File: config.mk
export PLATFORM = sky130hd
export DESIGN_NAME = vote_display
export DESIGN_NICKNAME = d
export VERILOG_FILES = /design/src/rtl/vote_display_pkg.sv /design/src/rtl/seg7_decode.sv /design/src/rtl/vote_display.sv
export SDC_FILE = /design/constraint.sdc
export NUM_CORES = 1
export LEC_CHECK = 0
export CORE_MARGIN = 2
export CORE_UTILIZATION = 40
export DETAILED_ROUTE_END_ITERATION = 6
export PLACE_DENSITY = 0.56
export RECOVER_POWER = 100
export SLEW_MARGIN = 20
export SYNTH_ARGS = -nofsm -noshare
export SYNTH_HDL_FRONTEND = slang
export SYNTH_SLANG_ARGS = --single-unit
File: constraint.sdc
create_clock -name clk -period 3.5 [get_ports clk]
set_clock_uncertainty 0.2 [all_clocks]
set_input_delay 0.525 -clock clk [delete_from_list [all_inputs] [get_ports clk]]
set_output_delay 0.525 -clock clk [all_outputs]
set_load 0.005 [all_outputs]
File: src/rtl/vote_display_pkg.sv
// vote_display_pkg: shared class count, FSM states and seven-segment lookup
package vote_display_pkg;
  localparam int NUM_CLASSES = 10;
  typedef enum logic [1:0] {COLLECT, DECIDE, PUBLISH} state_t;
  localparam logic [6:0] SEG_LUT [NUM_CLASSES] = '{
    7'h3F, 7'h06, 7'h5B, 7'h4F, 7'h66, 7'h6D, 7'h7D, 7'h07, 7'h7F, 7'h6F
  };
endpackage

File: src/rtl/seg7_decode.sv
// seg7_decode: active-high gfedcba segments for a digit, blank when disabled
module seg7_decode
  import vote_display_pkg::*;
(
  input  logic [3:0] digit,
  input  logic       enable,
  output logic [6:0] seg
);
  // blank for disabled display or non-digit codes
  always_comb seg = (enable && digit < 4'(NUM_CLASSES)) ? SEG_LUT[digit] : '0;
endmodule

File: src/rtl/vote_display.sv
// vote_display: majority vote over a window of classifications, shown on seven segments
module vote_display
  import vote_display_pkg::*;
#(
  parameter int WINDOW = 8,
  parameter int THRESH = 5
) (
  input  logic       clk,
  input  logic       rst,
  input  logic [3:0] class_in,
  input  logic       class_valid,
  output logic       class_ready,
  output logic [3:0] digit,
  output logic       digit_valid,
  output logic [6:0] seg,
  output logic       result_strobe
);
  state_t     state_q, state_d;
  logic [3:0] cnt [NUM_CLASSES];
  logic [3:0] inv_cnt, count, idx, max_cnt, max_idx, win_cnt, win_idx;
  logic       full, accept, gt, last;
  // handshake, scan comparison and next state
  always_comb begin
    full          = count == 4'(WINDOW);
    class_ready   = state_q == COLLECT && !full;
    accept        = class_ready && class_valid;
    result_strobe = state_q == PUBLISH;
    gt            = cnt[idx] > max_cnt;
    win_cnt       = gt ? cnt[idx] : max_cnt;
    win_idx       = gt ? idx : max_idx;
    last          = idx == 4'(NUM_CLASSES - 1);
    state_d       = (state_q == COLLECT && full) ? DECIDE :
                    (state_q == DECIDE && last)  ? PUBLISH :
                    (state_q == PUBLISH)         ? COLLECT : state_q;
  end
  // state register
  always_ff @(posedge clk) state_q <= rst ? COLLECT : state_d;
  // counters, running maximum and published result
  always_ff @(posedge clk) begin
    if (rst) begin
      for (int i = 0; i < NUM_CLASSES; i++) cnt[i] <= '0;
      inv_cnt     <= '0;
      count       <= '0;
      idx         <= '0;
      max_cnt     <= '0;
      max_idx     <= '0;
      digit       <= '0;
      digit_valid <= 1'b0;
    end else begin
      if (accept) begin
        count <= count + 4'd1;
        if (class_in < 4'(NUM_CLASSES)) cnt[class_in] <= cnt[class_in] + 4'd1;
        else inv_cnt <= inv_cnt + 4'd1;
      end
      if (state_q == COLLECT) begin
        idx     <= '0;
        max_cnt <= '0;
        max_idx <= '0;
      end
      if (state_q == DECIDE) begin
        idx     <= idx + 4'd1;
        max_cnt <= win_cnt;
        max_idx <= win_idx;
        if (last) begin
          digit       <= win_idx;
          digit_valid <= win_cnt >= 4'(THRESH);
        end
      end
      if (state_q == PUBLISH) begin
        for (int i = 0; i < NUM_CLASSES; i++) cnt[i] <= '0;
        inv_cnt <= '0;
        count   <= '0;
      end
    end
  end
  seg7_decode u_seg (.digit(digit), .enable(digit_valid), .seg(seg));
endmodule
==> results of run 1 <==
==> metrics by stage <==
stage | total power, mW | instances | setup TNS [ps] | hold WS, ps
final | 2.499 | 578 | 0 | 289.6
after global routing | 2.600 | 578 | -4.593 | 309.7
after CTS | 2.529 | 578 | 0 | 292.1
after detailed placement | 1.575 | 562 | 0 | 276.4
after global placement | 1.568 | 562 | 0 | 270.3
after floorplan | 1.467 | 399 | 0 | 253.6
==> metal layers <==
metal  up-vias  wire (microns)
met3        22             619
met2        82            5202
met4         0             227
met1      1505            4243
li1       1488               -
met5         -               0
==> worst max-delay path: stages (launching register included) <==
cell and delay [ps]:
dfxtp_1 350, buf_12 170, mux4_1 570, mux4_2 490, ha_1 290, nor2b_1 130, o211ai_1 130, a21oi_2 210
buf_4 170, mux2i_1 240, o21ai_1 90, a211oi_1 220
==> logic make-up after synthesis <==
kind of cell             share of synthesized area
flip-flops                                  0.5184
multiplexers                                0.2013
adder cells (fa/ha/maj)                    0.03952
buffers and inverters                      0.03899
AND/OR/NAND/NOR                             0.1275
other                                    0.0007895
XOR/XNOR                                   0.01080
AO/OA/AOI/OAI                              0.06270
==> where the power goes <==
group	switching (mW)	internal [mW]	total [mW]	leakage [nW]
Combinational	0.151	0.114	0.265	1.05
Clock	0.382	0.571	0.953	0.144
Sequential	0.0392	1.24	1.28	0.869
==> sequential cells by signal, indices dropped and copies added, names as in the netlist, named ones only <==
| register | flops |
|---|---|
| cnt | 64 |
| state_q | 2 |
| digit_valid | 1 |
| max_cnt | 4 |
| max_idx | 4 |
| count | 4 |
| idx | 4 |
| digit | 4 |
==> layout by cell type, fill, tap and decap left out, drive strengths merged, types with 2 or more instances in the layout <==
master         synthesis  routed
a211oi                 5       5
o21ai                  4       4
buf                   10      14
mux2i                  4       4
conb                   1      24
nand3                 11      11
dlygate4sd3            0      15
a22o                   3       3
nor2                  73      73
clkbuf                13      22
mux4                  37      37
mux2                   4       4
nor2b                  9       9
a22oi                 11      11
nand2                 31      31
nor3b                  3       3
a21oi                 11      11
a311oi                 3       3
xnor2                  3       3
nor3                   3       3
a21o                   3       3
dfxtp                 27      27
clkdlybuf4s50          0       5
ha                    15      15
edfxtp                64      64
inv                   14      14
xor2                   2       2
clkinv                 1       3
==> how the worst max path moves through the flow <==
stage	startpoint	cells past startpoint	slack, ps	to
6_report	flip-flop	11	130	digit_valid
5_1_grt	flip-flop	11	-5	digit_valid
3_5_place_dp	flip-flop	11	70	digit_valid
4_1_cts	flip-flop	11	50	digit_valid
2_1_floorplan	flip-flop	10	150	digit_valid
3_3_place_gp	class_in[0]	8	130	cnt[13][3]
==> timing repair <==
item / 4_1_cts / 5_1_grt
setup buffers: 0 / 0
endpoints found under the setup margin: 0 / 5
gates resized for setup: 0 / 3
==> final cells by class <==
type / count / area (sq um) / share of cell area
well taps: 143 / 178.9 / 0.03219
multi-input cells: 270 / 2193 / 0.3946
clock inverters: 3 / 40.04 / 0.007204
repair buffers: 43 / 376.6 / 0.06776
inverters: 15 / 56.30 / 0.01013
clock buffers: 13 / 250.2 / 0.04502
flip-flops and latches: 91 / 2462 / 0.4430
==> metrics, run 1 <==
sequential share of the synthesized area=0.5184; critical path arrival=3430 ps; Initial Util=0.4124; Post-DP HPWL=between 7000 and 8000 microns; cell taking the most area after synthesis=edfxtp_1; core area=approximately 12,000 sq um; Fin. Hold Viols=0; met3 Track Usage GR=0.06374; maxcap violations=0; startpoint types=flip-flop; Layout fillers=around 1,100; met2 Use GR=0.3020; CTS tree=built; final worst-path setup slack=131.4 ps; maximum root-to-sink buffer count=2; pwr/cell area=~450 nW/um^2; Hold Path Stages=2; Core Util, Final=0.4826; overall die height=approximately 110 microns; failing checks=DRC; vias in the first global route=about 3,200; nets=452; Hold EP=max_idx[3]; cell area after layout=between 5000 and 6000 sq um; cells after synthesis=roughly 380; Max VDD drop=0.4453 mV; GRT Util Overall=0.1761; Placer Congestion=around 0.86; initial antenna violation count=0; number of synthesized flops with an enable pin=64; GR Overflow Total=0; Hold Buf Count CTS=0; Crit Path Max Fanout=16; CTS H-Tree Depth=3; commonest cells in the netlist=nor2_1, edfxtp_1, nand2_1, mux4_2, dfxtp_1; reg2reg end=digit_valid; total wire length=10,290 microns; final setup violation count=0; Tightest Pin Transition=840.0 ps; hold_sp=max_idx[3]; Port Buffer Count=20; Max Fclk=296.9 MHz; router iterations before antenna repair=6; relative slew slack=0.4400; Via density=about 5.4; Remaining DRCs=3; ys flop type=edfxtp_1; total die area=12,760 sq um; register clock-pin slew on the reported worst setup and hold paths=60 ps; area grow syn2layout=17.02%; gr busiest metal=met2; setup slack, reg-to-reg=130 ps; post-synthesis cell area=roughly 4700 sq um; vias post-DR=about 3,100; largest net degree at the start of global routing=19; Synth Area per Inst=approximately 13 sq um; top-count cell post-synth=nor2_1; global routing usage on met1=0.2085; warnings from Yosys=0; Starting DRT DRC Count=298; top cells by area, synth=edfxtp_1, mux4_2, dfxtp_1; DR WL/cell=17.81 microns; total CTS buffers=9; clock latency on the worst-skew pair=340 ps; IO Pins=21; site row count=39; Hold WC Path Type=reg -> reg; RSZ-0062 raised after global routing=yes; share of cells above drive strength 1=0.1517; n_diodes=0; min Tclk post-route=3369 ps; Final ANT Viol Nets=0; flops & latches, synth=between 90 and 100; period utilization=0.9624; asr flop ratio synth=0; Worst setup EP type=flip-flop; share of the synthesized area in the top cell type=0.4046; leakage=2.064 nW; worst path required time=roughly 3600 ps; Clock Sinks=91; status=complete, but fails checks; dpl cell area=5296 sq um; Placement Setup Slack=a little over 70 ps; Worst Reg-to-Reg Cells=11; global-route wire length before repair=16,980 microns; fin. max-slew vios=0; Die X-Extent=113.0 microns; CTS root buf=clkbuf_16; Setup Crit Path Kind=reg -> reg; library cells used by synthesis=48
Note: power is estimated with default switching activity, not from simulation.
==> run 2, diff against run 1 <==
--- a/config.mk
+++ b/config.mk
@@ -5,8 +5,8 @@
 export SDC_FILE = /design/constraint.sdc
 export NUM_CORES = 1
 export LEC_CHECK = 0
-export CORE_MARGIN = 2
 export CORE_UTILIZATION = 40
+export CTS_CLUSTER_SIZE = 24
 export DETAILED_ROUTE_END_ITERATION = 6
 export PLACE_DENSITY = 0.56
 export RECOVER_POWER = 100
==> metrics, run 2 (synthesis gave the netlist of run 1 again) <==
IO Pins=21; max FFs per register=64; reg2reg end=max_cnt[2]; cell area after layout=between 5000 and 6000 sq um; DR WL/cell=about 18 microns; n_diodes=0; vias post-DR=3,123; status=complete, but fails checks; Hold EP=digit[3]; Hold Path Stages=2; site row count=39; setup slack, reg-to-reg=180 ps; hold_sp=max_idx[3]; clock latency on the worst-skew pair=340 ps; period utilization=0.9497; hold_ws=292.4 ps; Post-DP HPWL=7967 microns; leakage=2.044 nW; Setup Crit Path Kind=reg -> reg; total wire length=10,210 microns; Remaining DRCs=6; Crit path depth=11; Worst setup EP type=flip-flop; commonest non-fill, non-tap cells in the layout=nor2_1, edfxtp_1, nand2_1; Core Util, Final=0.4813; final worst-path setup slack=176.1 ps; Layout fillers=about 1,100; placed insts=about 560; nets=452; total CTS buffers=9; crit path max-delay cell type=mux4_1; Port Buffer Count=20; Final ANT Viol Nets=0; Placement Setup Slack=34.39 ps; min Tclk post-route=3324 ps; RSZ-0062 raised after global routing=no; router iterations before antenna repair=6; CP Cell Sequence=buf_12, mux4_1, mux4_2, ha_1, nor2b_1, o211ai_1, a21oi_2, clkbuf_4, mux2_4, a22oi_2, nor2_1; global-route wire length before repair=17,020 microns; total die area=12,310 sq um; GR Overflow Total=0; Via density=5.412; register clock-pin slew on the reported worst setup and hold paths=60 ps; Worst Reg-to-Reg Cells=11; critical path arrival=3350 ps; fin. max-slew vios=0; pwr/cell area=447.3 nW/um^2; Initial Util=0.4124; Starting DRT DRC Count=~260; Most flops, register=cnt; worst path required time=3520 ps; Crit Path Max Fanout=9; CTS H-Tree Depth=3; setup TNS=0 ps; slowest stage delay, CP=approximately 550 ps; startpoint types=flip-flop; setup repair bufs after CTS=0; core area=11,520 sq um; family with the most delay on the worst path=multiplexers; CTS root buf=clkbuf_16; commonest non-fill, non-tap cell in the layout=nor2_1; CTS tree=built; maxcap violations=0; initial antenna violation count=0; failing checks=DRC; non-filler instance count after layout=roughly 580; Placer Congestion=0.8328; Final Power=2.479 mW; Hold WC Path Type=reg -> reg; Fin. Hold Viols=0; dpl cell area=roughly 5300 sq um; relative slew slack=0.4973; vias in the first global route=3,233; largest net degree at the start of global routing=19; overall die height=111.0 microns; Die X-Extent=111.0 microns; area grow syn2layout=16.70%; Max Fclk=300.9 MHz; buffers and inverters on the worst path=2; Tightest Pin Transition=around 750 ps; share of cells above drive strength 1=0.1544; final setup violation count=0; GRT Util Overall=0.1836; maximum root-to-sink buffer count=2; Clock Sinks=91; Max VDD drop=0.3401 mV
[run 2: cell types whose count changed in the layout (fill, tap and decap cells not counted), sizes merged]
cell / before / now
clkinvlp: 0 / 3
buf: 14 / 10
clkbuf: 22 / 24
clkinv: 3 / 1
[run 2: timing repair]
item / in CTS / in global routing
gates resized for setup: 0 / 4
hold buffers: 0 / 0
setup endpoints to repair: 0 / 3
[run 2: how the worst max path moves through the flow]
stage	to	from
3_3_place_gp	cnt[12][2]	class_in[0]
4_1_cts	digit_valid	flip-flop
3_5_place_dp	cnt[8][1]	class_in[0]
6_report	max_cnt[2]	flip-flop
5_1_grt	max_cnt[2]	flip-flop
2_1_floorplan	digit_valid	flip-flop
[run 2: area by class of cell]
type	instances	area, sq um	share of cell area
sequential	91	2464	0.4445
multi-input combinational	270	2196	0.3962
timing repair buffer	43	362.8	0.06546
clock buffer	11	232.7	0.04199
tap	143	178.9	0.03228
inverter	15	56.30	0.01016
clock inverter	4	52.55	0.009481
[run 2: report_power, final]
group / switching [mW] / internal, mW
registers: 0.0395 / 1.24
logic: 0.151 / 0.110
clock network: 0.387 / 0.550
[run 2: tightest hold or removal path: cells and delay by family, from the launching register on]
family	cells	cell delay (ps)
flops	1	320
compound gates	1	80
simple gates	1	50
[run 2: routing by layer]
| layer | part of all wire | vias to the layer above | wire length (microns) | GRT usage |
|---|---|---|---|---|
| met5 | 0 | - | 0 | 0 |
| met4 | 0.027 | 0 | 275 | 0.09224 |
| met3 | 0.051 | 21 | 525 | 0.03445 |
| met2 | 0.50 | 95 | 5151 | 0.3103 |
| met1 | 0.42 | 1519 | 4258 | 0.2252 |
| li1 | - | 1488 | - | - |
==> run 3, diff against run 2 <==
--- a/config.mk
+++ b/config.mk
@@ -8,8 +8,10 @@
 export CORE_UTILIZATION = 40
 export CTS_CLUSTER_SIZE = 24
 export DETAILED_ROUTE_END_ITERATION = 6
+export GPL_TIMING_DRIVEN = 0
 export PLACE_DENSITY = 0.56
 export RECOVER_POWER = 100
+export SKIP_LAST_GASP = 1
 export SLEW_MARGIN = 20
 export SYNTH_ARGS = -nofsm -noshare
 export SYNTH_HDL_FRONTEND = slang
==> metrics, run 3 (synthesis gave the netlist of run 1 again) <==
status=complete, but fails checks; failing checks=DRC; critical path arrival=between 3000 and 4000 ps; startpoint types=flip-flop; FF+latch area=2462 sq um; slowest stage delay, CP=around 560 ps; crit path max-delay cell type=mux4_1; global-route wire length before repair=16,730 microns; relative slew slack=0.5310; core area=roughly 12,000 sq um; CP Cell Sequence=buf_6, mux4_1, mux4_2, ha_1, nor2b_1, o211ai_1, a21oi_4, mux2_4, o21ai_2, a211oi_1; Initial Util=0.4124; site row count=39; clock latency on the worst-skew pair=350 ps; Tightest Pin Transition=697.1 ps; Hold WC Path Type=reg -> reg; Max Fclk=293.0 MHz; Remaining DRCs=6; total wire length=10,490 microns; total CTS buffers=9; router iterations before antenna repair=6; vias post-DR=~3,200; setup slack, reg-to-reg=between 80 and 90 ps; overall die height=111.0 microns; n_diodes=0; maximum root-to-sink buffer count=2; min Tclk post-route=3413 ps; final setup violation count=0; non-filler instance count after layout=577; Via density=5.471; commonest non-fill, non-tap cell in the layout=nor2_1; IO Pins=21; hold_sp=max_idx[3]; Crit Path Max Fanout=7; commonest non-fill, non-tap cells in the layout=nor2_1, edfxtp_1, nand2_1; hold_ws=a little under 300 ps; Core Util, Final=0.4801; placed insts=560; Starting DRT DRC Count=254; initial antenna violation count=0; Post-DP HPWL=~8000 microns; worst path required time=3510 ps; period utilization=0.9753; Hold EP=digit[3]; area grow syn2layout=16.41%; DR WL/cell=18.18 microns; Hold Path Stages=2; Layout fillers=roughly 1,000; GR Overflow Total=0; Max VDD drop=0.3319 mV; share of cells above drive strength 1=0.1613; Port Buffer Count=18; pwr/cell area=448.8 nW/um^2; fin. max-slew vios=0; maxcap violations=0; vias in the first global route=between 3,000 and 4,000; register clock-pin slew on the reported worst setup and hold paths=70 ps; GRT Util Overall=0.1810; Die X-Extent=~110 microns; leakage=a little over 2 nW; Worst Reg-to-Reg Cells=10; reg2reg end=digit_valid; Multi-input gate area=around 2200 sq um; CTS tree=built; setup TNS=0 ps; CTS root buf=clkbuf_16; Final ANT Viol Nets=0; max FFs per register=64; Placer Congestion=roughly 0.85; CTS H-Tree Depth=3; Setup Crit Path Kind=reg -> reg; Clock Sinks=91; largest net degree at the start of global routing=19; Fin. Hold Viols=0; RSZ-0062 raised after global routing=yes; Most flops, register=cnt; total die area=12,310 sq um; Worst setup EP type=flip-flop; nets=between 400 and 500
[run 3: per-layer routing]
layer	vias up	wire, microns	global-route usage
li1	1483	-	-
met1	1580	4435	0.2185
met2	79	5410	0.3199
met3	15	457	0.03882
met4	0	184	0.06210
met5	-	0	0
[run 3: critical path: cells and delay by family (launching register included)]
kind | cells | cell delay [ps]
multiplexers | 3 | 1400
adder cells (fa/ha/maj) | 1 | 300
AND/OR/NAND/NOR | 1 | 130
AO/OA/AOI/OAI | 4 | 770
flip-flops | 1 | 330
buffers and inverters | 1 | 150
[run 3: worst max path at each step]
| stage | start | endpoint | slack [ps] | depth (start not counted) |
|---|---|---|---|---|
| 2_1_floorplan | flip-flop | digit_valid | 150 | 10 |
| 3_3_place_gp | class_in[0] | cnt[0][1] | -600 | 8 |
| 3_5_place_dp | class_in[0] | cnt[12][2] | -630 | 9 |
| 4_1_cts | flip-flop | digit_valid | -50 | 9 |
| 5_1_grt | flip-flop | digit_valid | -90 | 10 |
| 6_report | flip-flop | digit_valid | 90 | 10 |
[run 3: per-stage QoR]
stage	total power [mW]	setup WS (ps)	cell area (sq um)
after floorplan	1.467	152.4	4836
after global placement	1.550	-604.1	5195
after detailed placement	1.556	-627.1	5195
after CTS	2.509	-51.56	5497
after global routing	2.578	-85.65	5529
final	2.482	86.57	5529
[run 3: power by group]
part           switching, mW  internal (mW)  leakage (nW)
clock network          0.443          0.499         0.145
logic                  0.153          0.108          1.05
registers             0.0384           1.24         0.869
total                  0.635           1.85          2.06
[run 3: final cells by class]
class,instances,share of cell area
buffer,21,0.02331
clock buffer,9,0.04073
clock inverter,7,0.01131
inverter,15,0.01018
multi-input combinational,270,0.4001
sequential,91,0.4453
tap,143,0.03236
timing repair buffer,21,0.03666
[run 3: repair_timing]
item,in CTS,in global routing
setup endpoints to repair,37,22
pin swaps,0,2
hold buffers,0,0
buffers inserted,1,2
resized for setup,4,10
